File: config.mk
export PLATFORM = sky130hd
export DESIGN_NAME = mem_access_unit_flat
export DESIGN_NICKNAME = d
export VERILOG_FILES = /design/src/rtl/mem_access_if.sv /design/src/rtl/mem_access_unit.sv /design/src/flat_wrapper.sv
export SDC_FILE = /design/constraint.sdc
export NUM_CORES = 1
export LEC_CHECK = 0
export BUFFER_PORTS_ARGS = -buffer_cell sky130_fd_sc_hd__buf_2
export CAP_MARGIN = 20
export CORE_UTILIZATION = 43
export DETAILED_ROUTE_END_ITERATION = 7
export PLACE_DENSITY = 0.81
export SLEW_MARGIN = 20
export SYNTH_ARGS = -nofsm -noshare
export SYNTH_HDL_FRONTEND = slang
export SYNTH_SLANG_ARGS = --single-unit
File: constraint.sdc
create_clock -name clk -period 1.9 [get_ports clk]
set_input_delay 0.095 -clock clk [delete_from_list [all_inputs] [get_ports clk]]
set_output_delay 0.095 -clock clk [all_outputs]
set_load 0.02 [all_outputs]
File: src/rtl/mem_access_if.sv
// mem_access_if: request/response handshake plus word-indexed data memory port of the load/store unit.
interface mem_access_if;
    logic        req_valid;
    logic        req_ready;
    logic [5:0]  req_opcode;
    logic        req_we;
    logic [1:0]  req_size;
    logic        req_signed;
    logic [31:0] req_addr;
    logic [31:0] req_wdata;
    logic        resp_valid;
    logic [31:0] resp_rdata;
    logic        resp_err;
    logic [5:0]  mem_opcode;
    logic [31:0] mem_addr;
    logic [31:0] mem_wdata;
    logic        mem_MemR;
    logic        mem_MemW;
    logic [31:0] mem_rdata;
    modport slave (
        input  req_valid, req_opcode, req_we, req_size, req_signed, req_addr, req_wdata, mem_rdata,
        output req_ready, resp_valid, resp_rdata, resp_err, mem_opcode, mem_addr, mem_wdata, mem_MemR, mem_MemW
    );
    modport master (
        output req_valid, req_opcode, req_we, req_size, req_signed, req_addr, req_wdata, mem_rdata,
        input  req_ready, resp_valid, resp_rdata, resp_err, mem_opcode, mem_addr, mem_wdata, mem_MemR, mem_MemW
    );
endinterface

File: src/rtl/mem_access_unit.sv
// mem_access_unit: byte-addressed load/store front-end; sub-word stores by read-modify-write,
// sub-word loads by lane extraction with sign/zero extension.
module mem_access_unit #(
    parameter int ADDR_W = 10
) (
    input logic         clk,
    input logic         rst,
    mem_access_if.slave bus
);
    typedef enum logic [1:0] {IDLE, RD, WR, DONE} state_t;
    state_t              state, next;
    logic [5:0]          opcode_q;
    logic                we_q, signed_q, err_q;
    logic [1:0]          size_q;
    logic [ADDR_W+1:0]   addr_q;
    logic [31:0]         merge_q, rdata_q;
    logic                bad;
    logic [4:0]          sh;
    logic [31:0]         mask, ext;
    logic [7:0]          b;
    logic [15:0]         h;
    assign bad = bus.req_size == 2'b11 || (bus.req_size == 2'b01 && bus.req_addr[0]) ||
                 (bus.req_size == 2'b10 && bus.req_addr[1:0] != 2'b00);
    assign sh   = size_q == 2'b00 ? {addr_q[1:0], 3'b000} : {addr_q[1], 4'b0000};
    assign mask = (size_q == 2'b00 ? 32'h0000_00FF : 32'h0000_FFFF) << sh;
    assign b    = 8'(bus.mem_rdata >> sh);
    assign h    = 16'(bus.mem_rdata >> sh);
    assign ext  = size_q == 2'b10 ? bus.mem_rdata :
                  size_q == 2'b00 ? {{24{signed_q & b[7]}}, b} : {{16{signed_q & h[15]}}, h};
    always_comb begin
        next = state;
        case (state)
            IDLE: next = !bus.req_valid ? IDLE : bad ? DONE :
                         (bus.req_we && bus.req_size == 2'b10) ? WR : RD;
            RD:   next = we_q ? WR : DONE;
            WR:   next = DONE;
            DONE: next = IDLE;
            default: next = IDLE;
        endcase
    end
    // merge_q carries the store data until RD folds it into the sampled word
    always_ff @(posedge clk) begin
        if (rst) begin
            state    <= IDLE;
            opcode_q <= '0;
            we_q     <= 1'b0;
            signed_q <= 1'b0;
            size_q   <= '0;
            addr_q   <= '0;
            merge_q  <= '0;
            rdata_q  <= '0;
            err_q    <= 1'b0;
        end else begin
            state <= next;
            if (state == IDLE && bus.req_valid) begin
                opcode_q <= bus.req_opcode;
                we_q     <= bus.req_we;
                signed_q <= bus.req_signed;
                size_q   <= bus.req_size;
                addr_q   <= bus.req_addr[ADDR_W+1:0];
                merge_q  <= bus.req_wdata;
                if (bad) begin
                    rdata_q <= '0;
                    err_q   <= 1'b1;
                end
            end
            if (state == RD && we_q)
                merge_q <= (bus.mem_rdata & ~mask) | ((merge_q << sh) & mask);
            if (state == RD && !we_q) begin
                rdata_q <= ext;
                err_q   <= 1'b0;
            end
            if (state == WR) begin
                rdata_q <= '0;
                err_q   <= 1'b0;
            end
        end
    end
    assign bus.req_ready  = state == IDLE;
    assign bus.resp_valid = state == DONE;
    assign bus.resp_rdata = rdata_q;
    assign bus.resp_err   = err_q;
    assign bus.mem_opcode = opcode_q;
    assign bus.mem_addr   = 32'(addr_q[ADDR_W+1:2]);
    assign bus.mem_MemR   = state == RD;
    assign bus.mem_MemW   = state == WR;
    assign bus.mem_wdata  = state == WR ? merge_q : 32'h0;
endmodule

File: src/flat_wrapper.sv
// flat-port wrapper written by rule: the top's interface ports become plain ports
module mem_access_unit_flat 
#(
    parameter int ADDR_W = 10
)
  (clk, rst, bus_req_valid, bus_req_opcode, bus_req_we, bus_req_size, bus_req_signed, bus_req_addr, bus_req_wdata, bus_mem_rdata, bus_req_ready, bus_resp_valid, bus_resp_rdata, bus_resp_err, bus_mem_opcode, bus_mem_addr, bus_mem_wdata, bus_mem_MemR, bus_mem_MemW);
  mem_access_if bus_i ();
  input logic clk;
  input logic rst;
  input wire logic [$bits(bus_i.req_valid)-1:0] bus_req_valid;
  input wire logic [$bits(bus_i.req_opcode)-1:0] bus_req_opcode;
  input wire logic [$bits(bus_i.req_we)-1:0] bus_req_we;
  input wire logic [$bits(bus_i.req_size)-1:0] bus_req_size;
  input wire logic [$bits(bus_i.req_signed)-1:0] bus_req_signed;
  input wire logic [$bits(bus_i.req_addr)-1:0] bus_req_addr;
  input wire logic [$bits(bus_i.req_wdata)-1:0] bus_req_wdata;
  input wire logic [$bits(bus_i.mem_rdata)-1:0] bus_mem_rdata;
  output wire logic [$bits(bus_i.req_ready)-1:0] bus_req_ready;
  output wire logic [$bits(bus_i.resp_valid)-1:0] bus_resp_valid;
  output wire logic [$bits(bus_i.resp_rdata)-1:0] bus_resp_rdata;
  output wire logic [$bits(bus_i.resp_err)-1:0] bus_resp_err;
  output wire logic [$bits(bus_i.mem_opcode)-1:0] bus_mem_opcode;
  output wire logic [$bits(bus_i.mem_addr)-1:0] bus_mem_addr;
  output wire logic [$bits(bus_i.mem_wdata)-1:0] bus_mem_wdata;
  output wire logic [$bits(bus_i.mem_MemR)-1:0] bus_mem_MemR;
  output wire logic [$bits(bus_i.mem_MemW)-1:0] bus_mem_MemW;
  assign bus_i.req_valid = bus_req_valid;
  assign bus_i.req_opcode = bus_req_opcode;
  assign bus_i.req_we = bus_req_we;
  assign bus_i.req_size = bus_req_size;
  assign bus_i.req_signed = bus_req_signed;
  assign bus_i.req_addr = bus_req_addr;
  assign bus_i.req_wdata = bus_req_wdata;
  assign bus_i.mem_rdata = bus_mem_rdata;
  assign bus_req_ready = bus_i.req_ready;
  assign bus_resp_valid = bus_i.resp_valid;
  assign bus_resp_rdata = bus_i.resp_rdata;
  assign bus_resp_err = bus_i.resp_err;
  assign bus_mem_opcode = bus_i.mem_opcode;
  assign bus_mem_addr = bus_i.mem_addr;
  assign bus_mem_wdata = bus_i.mem_wdata;
  assign bus_mem_MemR = bus_i.mem_MemR;
  assign bus_mem_MemW = bus_i.mem_MemW;
  mem_access_unit #(.ADDR_W(ADDR_W)) u_core (.clk(clk), .rst(rst), .bus(bus_i));
endmodule
==> results of run 1 <==
## worst register-to-register path, stage by stage (launching register included)
cell and delay [ns]:
dfxtp_4 0.37, inv_2 0.05, ha_4 0.16, or4b_4 0.51, a221oi_4 0.25, nand3_4 0.11, buf_12 0.17, o21ai_1 0.14
## timing repair
item / in CTS / in global routing
buffers inserted: 1 / 1
hold endpoints to repair: 23 / 0
endpoints found under the setup margin: 32 / 51
hold buffers: 23 / 0
pin swaps: 1 / 1
gates resized for setup: 3 / 5
cloned: 0 / 1
## path summary, 6_finish.rpt
| kind | startpoint | end | slack, ns | depth (start not counted) |
|---|---|---|---|---|
| worst max register to register | u_core.state[0] | u_core.bus.resp_rdata[17] | 0.07 | 7 |
| worst min register to register | u_core.addr_q[3] | u_core.addr_q[3] | 0.45 | 2 |
| worst max-delay path | u_core.state[0] | u_core.bus.resp_rdata[17] | 0.07 | 7 |
| worst min-delay path | bus_mem_rdata[6] | u_core.merge_q[6] | 0.03 | 2 |
## routing by layer
metal	vias up	part of all wire (%)	GRT usage (%)
met3	51	6.7	4.476
li1	2263	-	-
met4	0	5.0	16.57
met2	225	46	41.79
met5	-	0	0
met1	2181	42	31.32
## final cells by class
| type | count | area (sq um) | area share [%] |
|---|---|---|---|
| timing repair buffer | 224 | 1369 | 22.46 |
| sequential | 89 | 1787 | 29.32 |
| clock buffer | 12 | 145.1 | 2.382 |
| antenna | 1 | 2.502 | 0.04107 |
| inverter | 3 | 11.26 | 0.1848 |
| multi-input combinational | 415 | 2591 | 42.53 |
| clock inverter | 3 | 17.52 | 0.2875 |
| tap | 136 | 170.2 | 2.793 |
## layout by cell type (no fill, tap or decap), drive strengths merged, types with 2 or more instances in the layout
cell,Yosys,final
buf,45,200
dfxtp,89,89
nand2,71,71
nor2,51,51
o21ai,36,36
mux2i,35,35
and2,35,35
a21oi,32,32
a211oi,24,24
o22ai,23,23
dlygate4sd3,0,23
conb,1,22
clkbuf,29,13
nor3,11,11
nor2b,11,11
mux2,8,8
o221a,8,8
a22o,8,8
and3,8,8
o31ai,7,7
nand2b,6,6
ha,5,5
or2,3,3
inv,3,3
clkinv,0,2
nand3,2,2
## power groups by stage
stage / clock network, W / logic (W) / registers (W)
after global placement: 0 / 0.00152 / 0.00223
after global routing: 0.00124 / 0.00179 / 0.00223
after floorplan: 0 / 0.00103 / 0.00228
final: 0.00114 / 0.00167 / 0.00221
after detailed placement: 0 / 0.00156 / 0.00224
after CTS: 0.00117 / 0.00161 / 0.00220
## kinds of logic after synthesis
family | after synthesis | synth area share [%]
other | 1 | 0.08012
muxes | 43 | 9.409
and+or+nand+nor | 202 | 20.64
DFF | 89 | 38.06
AOI/OAI and AO/OA | 143 | 21.04
adders and majority gates | 5 | 1.337
buffers and inverters | 77 | 9.436
## stage by stage
stage,cells,hold slack (ns),util (%),TNS [ns],cell area [sq um]
6_report,883,0.03378,58.50,0,6093
2_1_floorplan,581,0.2310,-,-1.026,4801
4_1_cts,880,0.01887,58.02,0,6043
5_1_grt,883,0.03116,58.50,0,6093
3_3_place_gp,841,0.3352,53.99,-0.1783,5624
3_5_place_dp,841,0.3422,53.99,-1.087,5624
==> impl.org, run 1 <==
** Status
- Outcome :: finished clean

** Drt
- In the final routed layout, each cell accounts on average for between 15 and 20 um.
- Initial detailed-routing violation count :: about 360
- The first detailed-routing pass took 7 iterations.
- Residual antenna-violating net count after detailed routing :: 0
- After detailed routing, the number of vias per cell comes to between 5 and 6.
- After detailed routing, the number of remaining DRC violations is 0.
- The final route contains ~4700 vias.
- Sum of routed wire length over all layers :: approximately 15000 um

** Global route
- Via count of the first global-routing pass :: ~4400
- Maximum number of pins on one net before global-route repair :: 45
- Initial antenna violation count :: 1
- Final global-route overflow total :: 0
- In the global route stage, overall resource usage came out at approximately a quarter.
- First-pass GRT wire length :: 22290 um

** Layout
- Cells with a size suffix above 1 make up about a third of the layout.
- Fill cells :: ~950
- Synthesis-to-finish area growth :: 30.18%
- Nets :: 856

** Worst hold path
- Worst min path class :: in -> reg

** Yosys
- Yosys reg bits :: 89
- Top cell type by total area after synthesis :: dfxtp_1
- Ranked by total cell area, the synthesized netlist is headed by dfxtp_1, mux2i_1, nand2_1.
- Leading cell types by count after synthesis :: dfxtp_1, nand2_1, nor2_1, mux2i_1
- After technology mapping, the gate count stands at between 500 and 600.
- After synthesis, the share of flip-flops with an asynchronous set or reset is 0%.
- For this run, the leading register cell type out of synthesis is dfxtp_1.
- Synth unique cells :: 40
- The most common cell in the synthesized netlist is dfxtp_1.
- In this run the biggest area consumer among cell types represents between 30% and 40% of the synthesized area.
- Yosys mapped a number of flops with a built-in enable equal to 0.
- Each instance of the synthesized netlist takes up on average approximately 8.4 sq um.
- Portion of the post-synthesis area used by sequential elements :: 38.06%
- Yosys Warn Count :: 0
- Summed instance area of the synthesized netlist :: approximately 4700 sq um

** CTS
- CTS tree :: built
- CTS buffer count :: 9
- Htree depth :: 3
- Number of buffers on the longest clock path :: 2
- At the later pin of the worst-skew pair, clock insertion delay measures between 0.3 and 0.4 ns.
- Root Buffer Master :: clkbuf_8
- Total clock sinks :: a little under 90
- Clock transition at path regs :: ~0.090 ns

** Power
- The analysis attributes to net switching a power of 0.001767 W.
- Summed over all cells, the static leakage comes to around 2.9 nW.
- Worst VDD drop :: 0.0003558 V
- Clock network fraction of total power :: 22.8%
- Power spread over the standard cell area amounts to around 800 nW/um^2.
- Internal :: about 0.0033 W
- In this run switching power makes up 35.17% of total power.
- In this run, the combinational gates consume 33.2% of the power.
- Pwr Total :: around 0.005 W
- Share of power burned in registers :: a little over two fifths

** Critical path
- Counting both buffers and inverters, the worst setup path holds a total of 2.
- Delay contributed by the slowest stage of the critical path :: approximately 0.51 ns
- STA classifies the critical path startpoint as a flop.
- STA puts the critical path data required time at 2.19 ns.
- Series of cell instances along the critical path :: inv_2 > ha_4 > or4b_4 > a221oi_4 > nand3_4 > buf_12 > o21ai_1
- The largest individual stage delay along the critical path comes from the cell or4b_4.
- Largest delay contributor family on the critical path :: simple AND/OR/NAND/NOR gates
- The critical path is of the reg -> reg type.
- Arrival time at the worst endpoint :: between 2 and 2.5 ns
- Along the worst path, the maximum fanout reaches 16.
- Critical Path End Type :: flop

** Floorplan
- Pin placement for this block handled 216 I/O pins.
- Area of the die :: around 11000 sq um
- Initial core utilization :: 44.94%
- Width of the die :: between 100 and 150 um
- Die height :: 106.3 um
- After floorplanning, the core was sized to cover ~10000 sq um.
- The initialized floorplan defines 37 standard-cell rows.

** Timing
- Headroom to the max-slew limit came out at ~66%.
- For the pin with the worst max-slew slack, the measured transition is 0.5035 ns.
- Based on the critical path, the design can be clocked at up to around 550 MHz.
- After layout, the worst setup slack is about 0.073 ns.
- # setup viols final :: 0
- Max Clock Skew :: approximately 0.0081 ns
- Setup repair after global routing missed its margin :: false
- Counting I/O delays and the setup requirement, the final critical path takes between 1.5 and 2 ns.
- Crit share post-route :: just under 100%
- The number of pins exceeding their max-slew limit in the final report was 0.
- Final Hold Fails :: 0

** Placement
- Placed wire-length estimate after detailed placement :: roughly 11000 um
- The congestion estimate from routability-driven global placement came to 0.8851.
- Placement-stage worst setup slack :: -0.05042 ns
- PortBufs :: 173

** Job
- Across the run, the number of max-cap violations was 0.
Power figures use the tool's default switching activity.
==> run 2: changes to the inputs <==
--- a/config.mk
+++ b/config.mk
@@ -10,6 +10,7 @@
 export CORE_UTILIZATION = 43
 export DETAILED_ROUTE_END_ITERATION = 7
 export PLACE_DENSITY = 0.81
+export SETUP_SLACK_MARGIN = 0.5
 export SLEW_MARGIN = 20
 export SYNTH_ARGS = -nofsm -noshare
 export SYNTH_HDL_FRONTEND = slang
==> run 2 against run 1 <==
  * Non-clock buffer count rose by 20
  * Combinational power is 39% higher
  * Design area grew 15%
  * Clock skew rose by 0.0051 ns
  * Die area stayed put
  * Largest power group is now combinational cells
  * Register-to-register slack barely moved
  * Largest cell class unchanged
  * Fmax fell by 0.11%
  * Global-route usage rose by 3.6 points
  * Final cell count is 2.7% higher
  * Critical endpoint is now u_core.bus.resp_rdata[19]
  * Worst hold slack got worse by 0.015 ns
==> impl.org, run 2 (synthesis results as in run 1) <==
** Critical path
- Launching element type of the critical path :: flop
- The worst setup path is captured at a flop.
- At the worst endpoint, the arrival time is 2.14 ns.
- Along the worst path, the maximum fanout reaches 16.
- By startpoint and endpoint, the worst setup path is classified as reg -> reg.
- The worst register-to-register path has a setup slack of between 0.07 and 0.08 ns.
- For the worst setup path, the data required time is ~2.2 ns.

** Floorplan
- Area of the core :: 10420 sq um
- Pin placement for this block handled ~220 I/O pins.
- For this configuration, the core starts out at a cell density of 44.94%.
- The floorplan has 37 rows.
- Area of the die :: 11310 sq um
- Measured along the x axis, the die boundary spans around 110 um.
- Die height :: approximately 110 um

** Timing
- Total count of max-transition violations in the final report :: 0
- Setup slack closes at roughly 0.071 ns.
- Final Hold Fails :: 0
- After layout, the worst path uses a little over nine tenths of the clock period.
- Relative slew margins :: a little over three fifths
- Tightest Pin Transition :: between 0.5 and 0.6 ns
- Setup repair after global routing missed its margin :: true
- Max Clock Skew :: between 0.01 and 0.015 ns
- Setup violations remaining at the end of the flow were counted as 0.
- Achievable clock frequency :: 546.7 MHz
- Min Clock Period, post-route :: 1.829 ns

** Drt
- Via Count :: 5056
- The routed design has approximately 18000 um of wire.
- The first TritonRoute pass finished after 4 iterations.
- In this run the remaining antenna-violating nets after routing total 0.
- Number of DRC violations after detailed routing :: 0
- In this run, the number of DRC markers left after iteration 0 of detailed routing was between 200 and 300.
- Detail-routed via count per cell :: 5.574
- Dividing the detail-routed wire length by the instance count gives around 19 um.

** Layout
- Summing all non-filler instances in the final layout gives an area of about 7000 sq um.
- The post-route netlist has 47.40% of its cells at a drive strength greater than 1.
- Counting the fill cells in the layout gives between 800 and 900.
- The final layout contains 879 nets.
- Commonest non-fill, non-tap cell in the layout :: buf_2
- Most used cells in the layout excluding fill and tap cells :: buf_2, dfxtp_1, nand2_1
- Compared with the post-synthesis result, the final layout area differs by 49.64%.
- For this run, the share of the core covered by cells in the final layout is around two thirds.

** Global route
- Initial antenna violation count :: 1
- The first global-routing pass estimated around 25000 um of wire.
- The via count of the first global-routing pass is roughly 4800.
- Maximum number of pins on one net before global-route repair :: 46
- Overall global routing resource usage :: around 29%
- After global routing the overflow that remains totals 0.

** Status
- The run finished with clean final reports.

** Placement
- PortBufs :: between 150 and 200
- Placed cell area :: 5638 sq um
- At the placement stage, the worst setup path has a slack of -0.03233 ns.
- Detailed placement ended at an HPWL of 11240 um.
- Final weighted congestion of routability-driven global placement :: 0.9225

** CTS
- CTS tree :: built
- After clock tree synthesis, the clock-pin slew on the worst setup and hold paths is ~0.11 ns.
- CTS buffer count :: 9
- The clock reaches the later pin of the worst-skew pair after roughly 0.37 ns.
- Counting along the longest clock path gives a buffer depth of 2.
- The H-tree generated during clock tree synthesis spans 3 levels.
- Root Buffer Master :: clkbuf_8
- Counting every sink on the clock net gives between 80 and 90.

** Power
- Sequential cells burn a little under two fifths of the power.
- Internal :: ~0.0037 W
- Sw frac :: between 30% and 40%
- VDD sags by at most 0.0004865 V.
- Pwr dens :: 838.9 nW/um^2
- Part of the total power dissipated in combinational logic :: about two fifths
- The analysis attributes to net switching a power of about 0.0022 W.
- Clock network fraction of total power :: between 20 and 25%
- Summed over all cells, the static leakage comes to 3.134 nW.

** Job
- Number of max-cap violations :: 0

** Worst hold path
- Worst min path class :: in -> reg
==> run 2: cell types whose count changed in the layout (fill, tap and decap cells not counted), moves of 9 or more <==
cell,delta
buf_6,+19
nand2_2,+10
nand2_1,-11
mux2i_1,-13
o22ai_1,-9
o22ai_2,+9
==> run 2: area by class of cell <==
class / instances / area [sq um] / share of cell area (%)
multi-input cells: 418 / 3064 / 43.75
flip-flops and latches: 89 / 1795 / 25.63
repair buffers: 244 / 1763 / 25.17
well taps: 136 / 170.2 / 2.429
clock buffers: 9 / 123.9 / 1.768
clock inverters: 7 / 68.82 / 0.9825
inverters: 3 / 16.27 / 0.2322
diodes: 1 / 2.502 / 0.03573
==> run 2: power by group through the flow <==
stage | Clock [W] | Combinational (W) | Sequential [W]
6_report | 0.00131 | 0.00232 | 0.00224
5_1_grt | 0.00143 | 0.00245 | 0.00225
4_1_cts | 0.00133 | 0.00202 | 0.00222
3_5_place_dp | 0 | 0.00158 | 0.00225
3_3_place_gp | 0 | 0.00154 | 0.00224
2_1_floorplan | 0 | 0.00114 | 0.00229
==> run 2: path summary, 6_finish.rpt <==
check                                          startpoint                        end  cells past startpoint
worst max-delay path                      u_core.state[0]  u_core.bus.resp_rdata[19]                      7
worst min register to register  u_core.bus.resp_rdata[16]  u_core.bus.resp_rdata[16]                      2
worst min-delay path                      bus_req_addr[1]           u_core.addr_q[1]                      3
worst max register to register            u_core.state[0]  u_core.bus.resp_rdata[19]                      7
==> run 2: critical path, cell delays in order, from the launching register on <==
cell      delay (ns)
dfxtp_4         0.40
inv_4           0.05
ha_4            0.15
or4b_4          0.50
a221oi_4        0.25
nand3_4         0.11
buf_12          0.17
o21ai_1         0.15
==> run 2: timing repair <==
action | in CTS | in global routing
gates cloned | 9 | 3
pin swaps | 22 | 23
buffers inserted | 15 | 6
hold endpoints to repair | 19 | 0
hold buffers | 19 | 0
resized for setup | 84 | 56
endpoints found under the setup margin | 122 | 122
==> run 2: routing by layer <==
metal	wire length, um	vias to the layer above	part of all wire (%)	track usage (%)
met5	0	-	0	0
li1	-	2322	-	-
met1	7163	2434	41	36.51
met4	505	0	2.9	11.41
met3	1145	43	6.5	4.782
met2	8781	257	50	50.60
==> run 2: per-stage QoR <==
step	cells	TNS, ns	hold slack, ns	total power [W]
2_1_floorplan	581	-0.08992	0.2234	0.003432
3_3_place_gp	838	-0.09790	0.3383	0.003785
3_5_place_dp	838	-0.2239	0.3456	0.003832
4_1_cts	897	0	0.001670	0.005572
5_1_grt	907	0	0.01449	0.006131
6_report	907	0	0.01847	0.005876
==> run 3: changes to the inputs <==
--- a/config.mk
+++ b/config.mk
@@ -5,8 +5,7 @@
 export SDC_FILE = /design/constraint.sdc
 export NUM_CORES = 1
 export LEC_CHECK = 0
-export BUFFER_PORTS_ARGS = -buffer_cell sky130_fd_sc_hd__buf_2
-export CAP_MARGIN = 20
+export BUFFER_PORTS_ARGS = -buffer_cell sky130_fd_sc_hd__clkbuf_2
 export CORE_UTILIZATION = 43
 export DETAILED_ROUTE_END_ITERATION = 7
 export PLACE_DENSITY = 0.81
==> constraint.sdc (replaced) <==
create_clock -name clk -period 1.9 [get_ports clk]
set_input_delay 0.38 -clock clk [delete_from_list [all_inputs] [get_ports clk]]
set_output_delay 0.38 -clock clk [all_outputs]
set_load 0.02 [all_outputs]
==> run 3 against run 2 <==
  * Combinational power grew 7%
  * Fmax shrank 0.32%
  * Clock power shrank 5%
  * Worst hold slack gained 0.22 ns
  * Via count grew 0.55%
  * Critical endpoint unchanged
  * Largest power group unchanged
==> impl.org, run 3 (synthesis results as in run 1) <==
** Layout
- Most used cells in the layout excluding fill and tap cells :: clkbuf_2, dfxtp_1, buf_6
- Multi-input logic area :: around 3300 sq um
- The filler cells instantiated in the layout total roughly 800.
- Synthesis-to-finish area growth :: 55.31%
- The number of antenna diodes in the final layout is 0.
- Nets :: 865
- Commonest non-fill, non-tap cell in the layout :: clkbuf_2
- Final instance count without filler cells :: 892
- The sequential cells in the finished layout cover a total of about 1800 sq um.
- Of the cells placed in the final design, the portion with a size suffix greater than 1 is 55.95%.

** Floorplan
- The floorplan has 37 rows.
- The die covers ~11000 sq um.
- Top Ports :: 216
- Width of the die :: ~110 um
- Die height :: approximately 110 um
- Initial core utilization :: between 40 and 50%
- The core region is between 10000 and 15000 sq um.

** Placement
- Placed wire-length estimate after detailed placement :: 11430 um
- Placement-stage worst setup slack :: -0.07439 ns
- Final weighted congestion of routability-driven global placement :: ~0.94
- Cell count after placement :: between 800 and 900
- Buffers placed on the I/O ports in this run total about 170.

** Worst hold path
- End of the worst hold path :: u_core.bus.mem_opcode[5]
- In this run the most critical hold path is launched from bus_req_opcode[5].
- Number of instances on the worst hold path :: 3
- Worst min path class :: in -> reg

** Drt
- Routed wl met3 :: about 1300 um
- The pre-antenna-repair detailed-routing pass consisted of 5 iterations.
- Sum of routed wire length over all layers :: between 15000 and 20000 um
- Number of DRC violations after detailed routing :: 0
- Residual antenna-violating net count after detailed routing :: 0
- The detailed router used layers up to and including met4.
- The detailed router put a total of 7187 um of wire on met1.
- After detailed routing, the number of vias per cell comes to between 5 and 6.
- Initial detailed-routing violation count :: 373
- Summed over all nets, wire length on met2 after detailed routing comes to just over 9000 um.
- Via Count :: 5084
- Wire length per cell :: just over 20 um

** Timing
- The final critical path takes up a little over nine tenths of the cycle.
- Min Clock Period, post-route :: between 1.5 and 2 ns
- Max Clock Skew :: 0.01377 ns
- Final Hold Fails :: 0
- Setup violations remaining at the end of the flow were counted as 0.
- Achievable clock frequency :: around 540 MHz
- In this run the tightest slew margin relative to its limit is between 50% and 60%.
- Tightest Pin Transition :: roughly 0.65 ns
- Setup slack on the critical path of the routed design comes to between 0.06 and 0.07 ns.
- Setup repair after global routing missed its margin :: true
- The number of pins exceeding their max-slew limit in the final report was 0.
- Adding up every negative setup slack in the final design gives 0 ns.

** CTS
- Root Buffer Master :: clkbuf_8
- The clock drives a little under 90 sinks.
- Later-pin clock latency in the skew report :: about 0.37 ns
- CTS buffer count :: 9
- Clock-pin slew was measured on the worst setup and hold paths at ~0.090 ns.
- Htree depth :: 3
- No sink is reached through more buffers than the 2 on the longest clock path.
- TritonCTS built the clock tree.

** Critical path
- Worst r2r src :: u_core.state[0]
- For the worst setup path, the data arrival time is between 2 and 2.5 ns.
- Crit Path Class :: reg -> reg
- The worst setup path is launched from a flop.
- Largest delay contributor family on the critical path :: simple AND/OR/NAND/NOR gates
- Depth of the worst register-to-register path :: 7
- Internal reg-to-reg setup slack :: ~0.065 ns
- Worst r2r dst :: u_core.bus.resp_rdata[19]
- Delay contributed by the slowest stage of the critical path :: ~0.52 ns
- Data on the critical path is required at its endpoint by roughly 2.2 ns.
- Maximum fanout along the worst path :: 16
- The slowest stage of the critical path belongs to the cell or4b_4.
- Buf/Inv on CP :: 2
- Series of cell instances along the critical path :: inv_4 > ha_4 > or4b_4 > a221oi_4 > nand3_4 > buf_12 > o21ai_2
- Critical Path End Type :: flop

** Power
- Pwr dens :: 825.9 nW/um^2
- In this run the static leakage power is between 3 and 4 nW.
- Worst VDD drop :: 0.0005307 V

** Global route
- Maximum number of pins on one net before global-route repair :: 46
- Overall global routing resource usage :: 28.36%
- The first global-routing pass estimated about 24000 um of wire.
- For this run the aggregate overflow at the end of global routing stands at 0.
- Initial antenna violation count :: 0
- The via count of the first global-routing pass is approximately 4400.

** Status
- Outcome :: finished clean

** Job
- Number of max-cap violations :: 0
run 3: changes by cell type in the layout (fill, tap and decap cells not counted), sizes merged:
cell and delta:
clkinvlp +1, buf -132, clkbuf +138, inv -4, dlygate4sd3 -19, bufbuf -1
o21ai +1, diode -1, clkinv +2
run 3: layer usage:
metal	GRT usage (%)	up-vias
met5	0	-
met4	10.62	0
met3	5.763	54
met2	46.80	294
met1	36.32	2445
li1	-	2291
run 3: per-stage QoR:
| step | area [sq um] | hold slack [ns] | power [W] | util (%) |
|---|---|---|---|---|
| after floorplan | 5017 | 0.4363 | 0.003437 | - |
| after global placement | 5660 | 0.4352 | 0.003795 | 54.34 |
| after detailed placement | 5660 | 0.4410 | 0.003851 | 54.34 |
| after CTS | 6521 | 0.2301 | 0.005526 | 62.61 |
| after global routing | 7269 | 0.2402 | 0.006245 | 69.79 |
| final | 7269 | 0.2408 | 0.006004 | 69.79 |
run 3: worst max path at each step:
stage / startpoint / end / cells after the start / slack [ns]
after global routing: u_core.state[0] / u_core.bus.resp_rdata[31] / 7 / -0.02
after CTS: u_core.state[0] / bus_mem_wdata[8] / 5 / 0.05
after global placement: u_core.state[0] / u_core.bus.resp_rdata[13] / 6 / -0.04
after detailed placement: u_core.state[0] / u_core.bus.resp_rdata[14] / 6 / -0.07
final: u_core.state[0] / u_core.bus.resp_rdata[19] / 7 / 0.06
after floorplan: u_core.state[0] / u_core.bus.resp_rdata[30] / 8 / -0.009
run 3: worst register-to-register path, delay by kind of cell, from the launching register on:
| kind | cells | cell delay, ns |
|---|---|---|
| flops | 1 | 0.39 |
| simple gates | 2 | 0.63 |
| buf+inv | 2 | 0.21 |
| fa+ha+maj | 1 | 0.16 |
| compound gates | 2 | 0.40 |
run 3: repair_timing:
item | in CTS | in global routing
pin swaps | 32 | 44
hold buffers | 0 | 0
buffers inserted | 22 | 5
gates cloned | 9 | 4
resized for setup | 89 | 227
endpoints found under the setup margin | 124 | 124
run 3: report_power, final:
part | internal (W) | switching (W) | leakage [nW]
clock network | 0.000514 | 0.000731 | 0.0922
logic | 0.00117 | 0.00132 | 2.41
registers | 0.00207 | 0.000195 | 0.732
total | 0.00375 | 0.00225 | 3.24
run 3: final cells by class:
type                       instances  area share, %
multi-input combinational        419          45.01
timing repair buffer             229          25.18
sequential                        89          24.75
tap                              136          2.341
clock buffer                      10          1.893
clock inverter                     6         0.6024
inverter                           3         0.2238
